===== src/rtl/updown_counter_n.sv =====
// rtl/updown_counter_n.sv - parametrised up/down counter with prescaler, load, clear and sticky flags
//
// Purpose: general-purpose counting primitive. Counts 0..MOD-1 in either
// direction, one step every PRESCALE enabled cycles, wrapping or saturating
// at the limits, with a one-cycle terminal-count pulse and sticky
// overflow/underflow flags.
//
// Ports:
//   clk       in   clock, rising edge active
//   reset     in   asynchronous active-low reset
//   en        in   count enable (advances the prescaler)
//   up        in   direction, 1 = up, 0 = down
//   clr       in   synchronous clear of count and prescaler
//   load      in   synchronous parallel load of d (clamped to MOD-1)
//   d         in   load value
//   flag_clr  in   synchronous clear of ovf/unf
//   c         out  registered count
//   tc        out  registered terminal-count pulse
//   ovf       out  sticky overflow flag
//   unf       out  sticky underflow flag

module updown_counter_n #(
    parameter int WIDTH    = 4,
    parameter int MOD      = 16,
    parameter int PRESCALE = 1,
    parameter int SATURATE = 0
) (
    input  logic             clk,
    input  logic             reset,
    input  logic             en,
    input  logic             up,
    input  logic             clr,
    input  logic             load,
    input  logic [WIDTH-1:0] d,
    input  logic             flag_clr,
    output logic [WIDTH-1:0] c,
    output logic             tc,
    output logic             ovf,
    output logic             unf
);

    localparam int PSW = (PRESCALE > 1) ? $clog2(PRESCALE) : 1;

    // The modulus may equal 2^WIDTH, so the top count is computed as an
    // integer before truncation to WIDTH bits.
    localparam logic [WIDTH-1:0] MAX_CNT = WIDTH'(MOD - 1);
    localparam logic [PSW-1:0]   PS_LAST = PSW'(PRESCALE - 1);

    logic [WIDTH-1:0] c_q,   c_d;
    logic [PSW-1:0]   ps_q,  ps_d;
    logic             tc_q,  tc_d;
    logic             ovf_q, ovf_d;
    logic             unf_q, unf_d;

    always_comb begin
        c_d   = c_q;
        ps_d  = ps_q;
        tc_d  = 1'b0;
        // Clearing first lets a same-edge set event below win.
        ovf_d = flag_clr ? 1'b0 : ovf_q;
        unf_d = flag_clr ? 1'b0 : unf_q;

        if (clr) begin
            c_d  = '0;
            ps_d = '0;
        end else if (load) begin
            c_d  = (d > MAX_CNT) ? MAX_CNT : d;
            ps_d = '0;
        end else if (en) begin
            if (ps_q == PS_LAST) begin
                ps_d = '0;
                if (up) begin
                    if (c_q == MAX_CNT) begin
                        tc_d  = 1'b1;
                        ovf_d = 1'b1;
                        if (SATURATE == 0) begin
                            c_d = '0;
                        end
                    end else begin
                        c_d = c_q + WIDTH'(1);
                    end
                end else begin
                    if (c_q == '0) begin
                        tc_d  = 1'b1;
                        unf_d = 1'b1;
                        if (SATURATE == 0) begin
                            c_d = MAX_CNT;
                        end
                    end else begin
                        c_d = c_q - WIDTH'(1);
                    end
                end
            end else begin
                ps_d = ps_q + PSW'(1);
            end
        end
    end

    always_ff @(posedge clk or negedge reset) begin
        if (!reset) begin
            c_q   <= '0;
            ps_q  <= '0;
            tc_q  <= 1'b0;
            ovf_q <= 1'b0;
            unf_q <= 1'b0;
        end else begin
            c_q   <= c_d;
            ps_q  <= ps_d;
            tc_q  <= tc_d;
            ovf_q <= ovf_d;
            unf_q <= unf_d;
        end
    end

    assign c   = c_q;
    assign tc  = tc_q;
    assign ovf = ovf_q;
    assign unf = unf_q;

endmodule

===== config.mk =====
export PLATFORM = sky130hd
export DESIGN_NAME = updown_counter_n
export DESIGN_NICKNAME = d
export VERILOG_FILES = /design/src/rtl/updown_counter_n.sv
export SDC_FILE = /design/constraint.sdc
export NUM_CORES = 1
export LEC_CHECK = 0
export CORE_MARGIN = 4
export CORE_UTILIZATION = 30
export DETAILED_ROUTE_END_ITERATION = 12
export PLACE_DENSITY = 0.71
export REMOVE_ABC_BUFFERS = 1
export SYNTH_ARGS = -nofsm -noshare
export SYNTH_HDL_FRONTEND = slang
export SYNTH_SLANG_ARGS = --single-unit

===== constraint.sdc =====
create_clock -name clk -period 1.7 [get_ports clk]
set_clock_uncertainty 0.15 [all_clocks]
set_input_delay 0.34 -clock clk [delete_from_list [all_inputs] [get_ports clk]]
set_output_delay 0.34 -clock clk [all_outputs]
set_load 0.02 [all_outputs]

==> results.toml <==
[floorplan]
std_cell_rows = 14
fp.dieArea_um2 = 2261
die_w_um = 47.55
start_util_pct = 31.51
dieHeight_um = 47.55
pin_count = 18
core_um2 = 1489

[finish]
drive_gt1_share_pct = 34.15
syn_to_final_growth_pct = 70.93
nNetsFinal = 96
utilization_pct = 53.87
n_fill_cell = 136
instances_no_fill = 98
num_antenna_cells = 0

[synth]
synth_warnings = 0
ys_seq_area_share_pct = 37.33
synth-async-reset-ratio_pct = 100.0
synth_cells = 49
synth_edf_count = 0
synth_ff_type = "dfrtp_1"
syn_area_um2 = 469.2
synthDistinctLibCells = 27
ys_ff_latch = 7
avgSynthCellArea_um2 = 9.576

[timing]
hold_viol = 0
fin_crit_sh_pct = 105.1
fmax_mhz = 559.8
worstMarginPinSlew_ns = 0.3306
period_minus_slack_ns = 1.786
relSlewSlack_pct = 77.89
drv_slew = 0
fin_ws_ns = -0.08646
finalSetupViolCount = 1
rsz0062_at_grt = "yes"

[critical_path]
crit_fanout = 4
worstReg2RegStart = "c[0]"
start_kind = "flop"
crit_chain = "buf_4, or4b_1, o311a_1, o221ai_2, a221oi_2"
slowest_delay_ns = 0.49
end_kind = "flop"
r2r_cells = 5
slowest_stage = "or4b_1"
path_class = "reg2reg"
ff2ff_setup_slack_ns = -0.09
rr_endpoint = "c[3]"
required_ns = 1.67
cp_data_arrival_time_ns = 1.76

[clock_network]
cts-root-buf = "clkbuf_4"
clk_pin_slew_ns = 0.06
clock-sinks = 7
clk_latency_ns = 0.25
cts_tree = "yes"
cts_hold_buffers = 0
ctsHtreeMaxLevel = 1
cts_buffer_depth = 2
cts-buffers-inserted = 3

[power_and_ir_drop]
power_leakage_uw = 0.0003984
ir_drop_uv = 367.5
power_per_cell_area_nw_per_um2 = 642.4

[detailed_routing]
drtIter0Drc = 6
wl_mm = 1.318
drtAntennaViolNets = 0
num_vias = 491
post_drt_wl_per_cell_um = 13.45
drc = 0
vias_per_cell = 5.010
drt-pass1-iter-count = 2

[job]
max-cap-violations = 0

[global_route]
grt-ovfl-total = 0
grt_usage_pct = 11.85
grt_pass1_vias = 412
antenna_found_initial = 0
grt_pass1_wl_mm = 1.745
grt_max_degree = 8

[outcome]
violations = "setup timing"
outcome = "finished with violations"

[worst_hold_path]
hp-class = "in2async"

[place]
port_buffers = 17
dp.cells = 93
routabilityCongestion = 0.7697
dp_hpwl_um = 901.8
where the power goes:
part	total [µW]	internal (µW)	switching (µW)	leakage [µW]
clock	154	89.8	64.6	0.0000150
combinational	175	97.7	77.3	0.000290
sequential	186	176	10.3	0.0000936
total	515	363	152	0.000398
synthesized netlist by cell type (2+ instances only):
cell type | count | area share [%]
dfrtp_1 | 7 | 37
inv_1 | 7 | 5.6
a21oi_1 | 4 | 4.3
nor2_1 | 4 | 3.2
buf_6 | 2 | 4.8
ha_1 | 2 | 5.3
mux2i_1 | 2 | 4.3
o22ai_1 | 2 | 2.7
registers in the layout (all words and copies together) (netlist names):
name,count
c,4
ovf,1
tc,1
unf,1
cell type report:
class	instances	area [µm²]	share of cell area, %
tap	16	20.02	2.496
timing repair buffer	31	271.5	33.85
multi-input combinational	33	282.8	35.26
sequential	7	175.2	21.84
clock buffer	4	26.28	3.276
inverter	7	26.28	3.276
worst max-delay path by stage:
stage,startpoint,end,slack (ns)
after floorplan,c[0],c[0],-0.14
after global placement,up,c[0],-0.16
after detailed placement,up,c[0],-0.19
after CTS,c[0],c[3],-0.04
after global routing,c[0],c[3],-0.17
final,c[0],c[3],-0.09
through the flow:
| step | hold slack, ns | power [µW] | TNS [ns] | area (µm²) | setup slack [ns] |
|---|---|---|---|---|---|
| after floorplan | -0.1056 | 254.5 | -0.1373 | 446.7 | -0.1373 |
| after global placement | 0.3702 | 345.5 | -0.3201 | 734.5 | -0.1622 |
| after detailed placement | 0.3773 | 347.1 | -0.3827 | 734.5 | -0.1911 |
| after CTS | 0.2108 | 503.0 | -0.06576 | 769.5 | -0.03581 |
| after global routing | 0.2247 | 551.2 | -0.2601 | 802.0 | -0.1723 |
| final | 0.1967 | 515.2 | -0.08646 | 802.0 | -0.08646 |
metal layers:
layer  vias to the layer above  global-route usage, %  part of all wire (%)
met4                         0                  3.226                   3.6
met5                         -                      0                     0
met2                        18                  20.59                    51
met3                         6                  7.143                   8.0
met1                       224                  11.99                    38
li1                        243                      -                     -
cell usage in the layout, fill, tap and decap left out, types with 3 or more instances in the layout:
cell type,count
nor2_1,4
a21oi_1,4
dfrtp_1,7
inv_1,5
dlygate4sd2_1,4
clkdlybuf4s50_1,11
clkbuf_4,3
buf_4,13
worst max-delay path, delay by kind of cell (launching register included):
kind                   cells  cell delay, ns
AND/OR/NAND/NOR            1            0.49
buffers and inverters      1            0.17
AO/OA/AOI/OAI              3            0.42
flip-flops                 1            0.42
cells by family after synthesis:
family,count (synthesis),synth area share (%)
flip-flops,7,37.33
multiplexers,2,4.267
AO/OA/AOI/OAI,16,24.54
adder cells (fa/ha/maj),2,5.332
AND/OR/NAND/NOR,11,14.40
XOR/XNOR,2,3.734
buffers and inverters,9,10.40
repair_timing:
| item | in CTS | in global routing |
|---|---|---|
| endpoints found under the setup margin | 7 | 5 |
| resized for setup | 8 | 11 |
| setup buffers | 1 | 0 |
| pin swaps | 2 | 4 |
Power figures use the tool's default switching activity.
